$ cat src/rtl/tone_seq_pkg.sv
// Shared types and constants for the tone sequencer.
package tone_seq_pkg;

   // Default system clock rate in Hz.
   localparam int CLK_FREQ_DEF = 125000000;

   // Highest legal frequency in centi-Hz (9999.99 Hz).
   localparam logic [31:0] FREQ_MAX = 32'd999999;

   // Playback states; ADVANCE is folded into the FETCH/PLAY/GAP exits.
   typedef enum logic [2:0] {
      S_IDLE  = 3'd0,
      S_FETCH = 3'd1,
      S_PLAY  = 3'd2,
      S_GAP   = 3'd3,
      S_DONE  = 3'd4
   } state_t;

   // One note-table entry: 49 bits.
   typedef struct packed {
      logic [31:0] freq;
      logic [15:0] dur;
      logic        last;
   } note_t;

endpackage

$ cat src/rtl/tick_prescaler.sv
// Free-running 1 ms tick generator that can be re-phased with clear_i.
module tick_prescaler #(
   parameter int CLK_FREQ = 125000000,
   parameter int TICK_HZ  = 1000
) (
   input  logic clk_i,
   input  logic rst_ni,
   input  logic clear_i,
   output logic tick_o
);

   localparam int TICK_CYC = CLK_FREQ / TICK_HZ;
   localparam int CW       = (TICK_CYC > 1) ? $clog2(TICK_CYC) : 1;

   logic [CW-1:0] cnt_q, cnt_d;

   // Tick on the last count of each period; clear forces the period to restart.
   always_comb begin
      tick_o = !clear_i && (cnt_q == CW'(TICK_CYC - 1));
      cnt_d  = (clear_i || tick_o) ? '0 : cnt_q + 1'b1;
   end

   // Count register.
   always_ff @(posedge clk_i or negedge rst_ni) begin
      if (!rst_ni) cnt_q <= '0;
      else         cnt_q <= cnt_d;
   end

endmodule

$ cat src/rtl/tone_sequencer.sv
// Walks a small note table and drives freq/tone_en to the tone generator.
// Each played note holds for dur ticks, followed by a GAP_MS silent gap;
// zero-duration entries are skipped in a single FETCH cycle.
module tone_sequencer
   import tone_seq_pkg::*;
#(
   parameter int CLK_FREQ   = CLK_FREQ_DEF,
   parameter int TICK_HZ    = 1000,
   parameter int NOTE_DEPTH = 16,
   parameter int GAP_MS     = 10,
   localparam int IW        = $clog2(NOTE_DEPTH)
) (
   input  logic          clk,
   input  logic          rst,
   input  logic          start,
   input  logic          abort,
   input  logic          repeat_en,
   input  logic          load_en,
   input  logic [IW-1:0] load_addr,
   input  logic [31:0]   load_freq,
   input  logic [15:0]   load_dur,
   input  logic          load_last,
   output logic [31:0]   freq,
   output logic          tone_en,
   output logic          busy,
   output logic          done,
   output logic [IW-1:0] note_idx,
   output logic          err,
   output state_t        dbg_state
);

   state_t        state_q;
   note_t         table_q [NOTE_DEPTH];
   note_t         cur;
   logic [31:0]   freq_q;
   logic          tone_en_q, busy_q, done_q, err_q, rep_q, last_q;
   logic [IW-1:0] idx_q;
   logic [15:0]   dcnt_q;
   logic          tick, load_ok, adv, adv_last, at_end;

   // Prescaler only runs while timing a note or gap, so it is zero at PLAY entry.
   tick_prescaler #(.CLK_FREQ(CLK_FREQ), .TICK_HZ(TICK_HZ)) u_tick (
      .clk_i   (clk),
      .rst_ni  (rst),
      .clear_i ((state_q != S_PLAY) && (state_q != S_GAP)),
      .tick_o  (tick)
   );

   // Entry decode and the folded ADVANCE decision.
   always_comb begin
      cur      = table_q[idx_q];
      load_ok  = load_en && (state_q == S_IDLE) && (load_freq <= FREQ_MAX);
      adv_last = (state_q == S_FETCH) ? cur.last : last_q;
      at_end   = adv_last || (idx_q == IW'(NOTE_DEPTH - 1));
      adv      = ((state_q == S_FETCH) && (cur.dur == 16'd0)) ||
                 ((state_q == S_PLAY) && tick && (dcnt_q == 16'd1) && (GAP_MS == 0)) ||
                 ((state_q == S_GAP) && tick && (dcnt_q == 16'd1));
   end

   // Note table: written only by accepted loads.
   always_ff @(posedge clk or negedge rst) begin
      if (!rst) begin
         for (int i = 0; i < NOTE_DEPTH; i++) table_q[i] <= '0;
      end else if (load_ok) begin
         table_q[load_addr] <= '{freq: load_freq, dur: load_dur, last: load_last};
      end
   end

   // Playback FSM with registered outputs.
   always_ff @(posedge clk or negedge rst) begin
      if (!rst) begin
         state_q   <= S_IDLE;
         freq_q    <= '0;
         tone_en_q <= 1'b0;
         busy_q    <= 1'b0;
         done_q    <= 1'b0;
         err_q     <= 1'b0;
         rep_q     <= 1'b0;
         last_q    <= 1'b0;
         idx_q     <= '0;
         dcnt_q    <= '0;
      end else begin
         done_q <= 1'b0;
         err_q  <= load_en && !load_ok;
         if (abort && (state_q != S_IDLE)) begin
            state_q   <= S_IDLE;
            freq_q    <= '0;
            tone_en_q <= 1'b0;
            busy_q    <= 1'b0;
         end else begin
            case (state_q)
               S_IDLE: begin
                  if (start && !abort) begin
                     state_q <= S_FETCH;
                     busy_q  <= 1'b1;
                     idx_q   <= '0;
                     rep_q   <= repeat_en;
                  end
               end
               S_FETCH: begin
                  last_q <= cur.last;
                  if (cur.dur != 16'd0) begin
                     state_q   <= S_PLAY;
                     freq_q    <= cur.freq;
                     tone_en_q <= 1'b1;
                     dcnt_q    <= cur.dur;
                  end
               end
               S_PLAY: begin
                  if (tick) begin
                     if (dcnt_q == 16'd1) begin
                        freq_q    <= '0;
                        tone_en_q <= 1'b0;
                        state_q   <= S_GAP;
                        dcnt_q    <= 16'(GAP_MS);
                     end else begin
                        dcnt_q <= dcnt_q - 16'd1;
                     end
                  end
               end
               S_GAP: begin
                  if (tick) dcnt_q <= dcnt_q - 16'd1;
               end
               S_DONE: begin
                  state_q <= S_IDLE;
                  busy_q  <= 1'b0;
               end
               default: state_q <= S_IDLE;
            endcase
            // ADVANCE overrides the per-state next state chosen above.
            if (adv) begin
               if (at_end && !rep_q) begin
                  state_q <= S_DONE;
                  done_q  <= 1'b1;
               end else begin
                  state_q <= S_FETCH;
                  idx_q   <= at_end ? '0 : idx_q + 1'b1;
               end
            end
         end
      end
   end

   assign freq      = freq_q;
   assign tone_en   = tone_en_q;
   assign busy      = busy_q;
   assign done      = done_q;
   assign note_idx  = idx_q;
   assign err       = err_q;
   assign dbg_state = state_q;

endmodule

$ cat config.mk
export PLATFORM = sky130hd
export DESIGN_NAME = tone_sequencer
export DESIGN_NICKNAME = d
export VERILOG_FILES = /design/src/rtl/tone_seq_pkg.sv /design/src/rtl/tick_prescaler.sv /design/src/rtl/tone_sequencer.sv
export SDC_FILE = /design/constraint.sdc
export NUM_CORES = 1
export LEC_CHECK = 0
export ABC_AREA = 1
export BUFFER_PORTS_ARGS = -buffer_cell sky130_fd_sc_hd__buf_2
export CORE_MARGIN = 10
export CORE_UTILIZATION = 24
export DETAILED_ROUTE_END_ITERATION = 12
export PLACE_DENSITY_LB_ADDON = 0.15
export SKIP_CTS_REPAIR_TIMING = 1
export SLEW_MARGIN = 20
export SYNTH_ARGS = -nofsm -noshare
export SYNTH_HDL_FRONTEND = slang
export SYNTH_HIERARCHICAL = 1
export SYNTH_SLANG_ARGS = --single-unit
$ cat constraint.sdc
create_clock -name clk -period 1.9 [get_ports clk]
set_input_delay 0 -clock clk [delete_from_list [all_inputs] [get_ports clk]]
set_output_delay 0 -clock clk [all_outputs]
set_load 0.02 [all_outputs]
* After elaboration in Yosys (flattened, before gate mapping) *
Index checks and enable logic that the tools add are counted.

storage, ports and cells
  register bits after elaboration = 862
  input bits = 59
  output and inout bits = 43
  logic and storage cells = 163

operators by class
  add/sub/neg operators = 3
  magnitude comparators = 4
  eq/ne operators = 21
  multiplexer cells = 42
  bitwise gates (word level) = 3
  reductions and logical operators = 31

operators with widths
  kind                   number
  $bwmux 784             1
  $bmux 49 s4            1
  $demux 49 s4           1
  $mux 49                3
  $mux 32                4
  $mux 16                4
  $pmux 32 s2            1
  $pmux 16 s3            1
  $le 32x20->1 const B   1
  $mux 3                 7
  $mux 4                 5
  $add 17x1->17 const B  1
  $eq 17x17->1 const B   1
  $mux 17                1
  $eq 16x1->1 const B    1
  $logic_not 16->1       1
  $reduce_bool 16->1     1
  $sub 16x1->16 const B  1
  $logic_and 1x1->1      12
  $ne 3x2->1 const B     4
  $ne 4x2->1 const B     3
  $pmux 3 s4             1
  $reduce_bool 3->1      4
  $ge 5x5->1 const B     2
  other kinds (21)       42

* Logic depth before layout (Yosys ltp) *
  word-level depth = 10
  mapped depth = 20
  mapped depth without buffers = 17

* By module *
Netlist, hierarchy kept.

by module, submodules not included
  module          instances  cells an instance  area an instance (um^2)  sequential area each (um^2)
  tone_sequencer  1          4671               38207.9                  21145.3
  tick_prescaler  1          139                1004.7                   425.4

* Least setup slack after synthesis *
OpenSTA, ideal clock, no wires.

  path type = reg2reg
  start point = register idx_q[1], in the netlist note_idx[1]
  end point = register freq_q[16], in the netlist freq[16]
  setup time = 0.120 ns
  arrival = 2.098 ns
  data required time = 1.780 ns
  setup slack = -0.318 ns
  stages on the path, launching flop included = 18
  path buffers = 4
  period minus slack after synthesis = 2.218 ns
  cells stage by stage = dfrtp_1 buf_4 inv_2 buf_4 buf_4 o211ai_1 nand3_1 nand3_1 nand2_1 nor2_1 nand2_1 nor2_1 nand3_2 nand2_4 nor2_4 buf_6 o21ai_1 nand2_1

on the way
  cells in the longest elaborated chain, start to end = 7
  elaborated cells between the ends (all ways) = 10
  those cells by class = eq/ne (1); mux (6); bitwise (1); reduce/logical (2)

ends and longest elaborated chain
  element                                                       RTL line               text
  from (decl)                                                   tone_sequencer.sv:37   logic [IW-1:0] idx_q;
  from (signal assigned)                                        tone_sequencer.sv:137  idx_q <= at_end ? '0 : idx_q + 1'b1;
  $not 4->5 (implied by the code) *                             tone_sequencer.sv:51   cur = table_q[idx_q];
  $bmux 49 s4 *                                                 tone_sequencer.sv:51
  $mux 49 (implied by the code) * (2 in series)                 tone_sequencer.sv:51
  $reduce_bool 16->1 or $mux 32 (tied branches)                 tone_sequencer.sv:102  if (cur.dur != 16'd0) begin
  $ne 3x1->1 (no source line) or $pmux 32 s2 (tied branches)    --
  $reduce_and 4->1 (no source line) or $mux 32 (tied branches)  --
  to (signal assigned)                                          tone_sequencer.sv:104  freq_q <= cur.freq;
  to (decl)                                                     tone_sequencer.sv:35   logic [31:0] freq_q;

Every way passes the cells marked *; elsewhere a longest branch is shown, timed or not. The select of a mux whose other input is x is not followed.
A chain may end at the register's enable or synchronous reset.

* Worst setup path after layout *
  start point = register idx_q[0], in the netlist note_idx[0]
  end point = register freq_q[19], in the netlist freq[19]

The elaborated chain is that of the path after synthesis.

==> impl_metrics.json <==
{
  "run_status": "finished, violations left",
  "violations": "hold timing, setup timing",
  "cts-root-buf": "clkbuf_16",
  "initial_core_util": 0.2412,
  "die_x_um": 424.2,
  "p_seq_frac": 0.340,
  "comb_power_share": 0.309,
  "finalCritPeriodShare": 1.432,
  "setup-tns-final_ns": -416.51,
  "grt_start_max_net_pins": 133,
  "dp_hpwl_um": 87740,
  "slew_violations": 0,
  "dieHeight_um": 424.2,
  "avgSynthCellArea_um2": 8.152,
  "netlist_area_um2": 39210,
  "p_leak_nw": 25.00,
  "p_sw_frac": 0.3467,
  "fin_ws_ns": -0.8203,
  "rows": 148,
  "worst_setup_path_end_kind": "flop",
  "cts_sinks": 862,
  "synth-edff-count": 0,
  "post-place-ws_ns": -1.213,
  "tightest_slew_ns": 1.157,
  "stdcell_count": 7414,
  "avgRoutedWirePerCell_um": 21.61,
  "synth_cell_types": 36,
  "firstDrtPassIters": 7,
  "ant_nets": 0,
  "path_cells": "buf_12 > buf_12 > nor2_4 > nor2_1 > o21ai_1 > nand3_1 > nand3_2 > nand2_4 > nor2_4 > nand2_2 > nor2_4 > nand3_4 > nand2_8 > nor2_4 > buf_12 > clkbuf_16 > o21ai_4 > nand2_1",
  "first_iter_violations": 2693,
  "die_area_um2": 180000,
  "p_int_mw": 37.22,
  "async_reset_ff_frac": 1.000,
  "rsz0062_at_grt": "yes",
  "numPortBuffers": 101,
  "ys.flop_type": "dfrtp_1",
  "dp_cells": 7081,
  "synth.net_count": 4873,
  "grt_pass1_vias": 32460,
  "coreArea_um2": 162600,
  "clkPwrFrac": 0.351,
  "worst_path_max_delay_cell": "dfrtp_4",
  "grt_pass1_wl_um": 214800,
  "final_core_util": 0.3195,
  "fin_worst_skew_ns": 0.04887,
  "fmax_mhz": 367.6,
  "clk_latency_ns": 0.73,
  "nets": 5221,
  "fin_hold_ws_ns": -0.02853,
  "routed_via_density": 4.590,
  "antenna_found_initial": 2,
  "synthCells": 4810,
  "critPathLaunchType": "flop",
  "drc_errors": 0,
  "cp.required_ns": 2.53,
  "synth_top_area_frac": 0.5501,
  "period_minus_slack_ns": 2.720,
  "synth_seq_cells": 862,
  "clk_pin_slew_ns": 0.06,
  "min_path_type": "input pin to flop",
  "critical_path_class": "flop to flop",
  "grt.total_usage": 0.1547,
  "routabilityCongestion": 0.7630,
  "cp.arrival_ns": 3.35,
  "drive_gt1_frac": 0.1948,
  "crit_path_frequent_cell": "nor2_4",
  "htree_levels": 3,
  "yosys_warnings": 6,
  "cts_tree": "built",
  "setup-violations-final": 846,
  "p_per_area_nw_per_um2": 1097,
  "synthTopCellsByArea": "dfrtp_1 55%, o21ai_0 12%, nand2_1 12%",
  "ys_seq_area_frac": 0.5501,
  "yosys.area.top_type": "dfrtp_1",
  "slew_headroom": 0.2275,
  "peakVddDrop_mv": 0.7438,
  "routed_wl_um": 160200,
  "cts_buffer_depth": 3,
  "hold_viol": 1,
  "area_growth_pct": 32.48,
  "cp_max_fo": 8,
  "net-switching-power_mw": 19.75,
  "cts_buffers": 101,
  "grt_overflow_total": 0,
  "cpPeakStageDelay_ns": 0.58,
  "dr_total_vias": 34030,
  "pin_count": 102,
  "max-cap-violations": 0
}
## power groups by stage
| stage | registers, mW | clock network, mW | logic, mW |
|---|---|---|---|
| 3_3_place_gp | 19.6 | 0 | 14.0 |
| 3_5_place_dp | 19.6 | 0 | 14.0 |
| 2_1_floorplan | 19.8 | 0 | 7.69 |
| 6_report | 19.3 | 20.0 | 17.6 |
| 5_1_grt | 19.4 | 21.3 | 19.1 |
| 4_1_cts | 19.3 | 20.5 | 14.0 |
## cells by family after synthesis
kind of cell,count (synthesis),share of synthesized area
buffers and inverters,772,0.08347
DFF,862,0.5501
adders and majority gates,4,0.001276
xor gates and xnor gates,19,0.004244
AOI/OAI and AO/OA,1199,0.1644
and+or+nand+nor,1954,0.1965
## flip-flops by register name, indices dropped and copies added, names as in the netlist
signal and count:
err 1, done 1, table_q 784, freq 32
dcnt_q 16, u_tick/cnt_q 17, dbg_state 3, rep_q 1
tone_en 1, note_idx 4, busy 1, last_q 1
## Yosys cell counts, types with 5 or more instances
cell and number:
o21ai_1 45, inv_1 407, dfrtp_1 862, nand3_1 194, o22ai_1 71, o21ai_0 947, a21oi_1 20, buf_1 23
nand4_1 15, buf_6 22, clkbuf_1 195, o211ai_1 16, buf_2 99, nor2_2 5, xor2_1 15, nor2_1 470
o21ai_2 22, nand2_1 1247, o221ai_1 47, nor3_1 9, a31oi_1 15, o21a_1 11, buf_4 20
## worst max-delay path: cells and delay by family (launching register included)
kind	cells	cell delay, ns
buffers and inverters	4	0.66
AO/OA/AOI/OAI	2	0.16
AND/OR/NAND/NOR	12	1.20
flip-flops	1	0.58
## area by class of cell
| type | count | area [um^2] |
|---|---|---|
| Clock inverter | 27 | 372.9 |
| Timing Repair Buffer | 593 | 6775 |
| Multi-Input combinational cell | 3181 | 15790 |
| Sequential cell | 862 | 21590 |
| Tap cell | 2175 | 2721 |
| Inverter | 412 | 1614 |
| Clock buffer | 155 | 3002 |
| Fill cell | 17350 | 110600 |
| Timing Repair inverter | 7 | 88.84 |
| Antenna cell | 2 | 5.005 |
## routing by layer
metal,track usage,vias to the layer above,part of all wire
met1,0.2087,16860,0.46
met5,0,-,0
li1,-,16270,-
met3,0.02052,183,0.040
met4,0.04123,0,0.027
met2,0.2595,723,0.47
## path summary, 6_finish.rpt
path | from | slack [ns] | endpoint | cells past startpoint
worst max-delay path | note_idx[0] | -0.82 | freq[19] | 18
worst min-delay path | load_freq[23] | -0.03 | err | 7
worst max register to register | note_idx[0] | -0.82 | freq[19] | 18
worst min register to register | table_q[533] | 0.46 | table_q[533] | 2
max in group asynchronous | rst | 1.25 | table_q[567] | 4
min in group asynchronous | rst | 0.11 | table_q[317] | 3
## placed cells by master (no fill, tap or decap), types with 89 or more instances in the layout
cell          n
buf_2       100
o21ai_1     121
buf_12       89
inv_1       404
nand3_1     168
clkbuf_16   153
dfrtp_1     858
nor2_1      434
buf_4       245
o21ai_0     824
nand2_1    1103
## metrics by stage
stage	hold WS, ns	power, mW	cell area, um^2
6_report	-0.02853	56.97	51950
5_1_grt	0.03866	59.74	51940
4_1_cts	-0.8146	53.85	47880
3_5_place_dp	-0.04234	33.59	44510
3_3_place_gp	-0.03866	33.66	44510
2_1_floorplan	-0.2956	27.52	39320
Note: power is estimated with default switching activity, not from simulation.
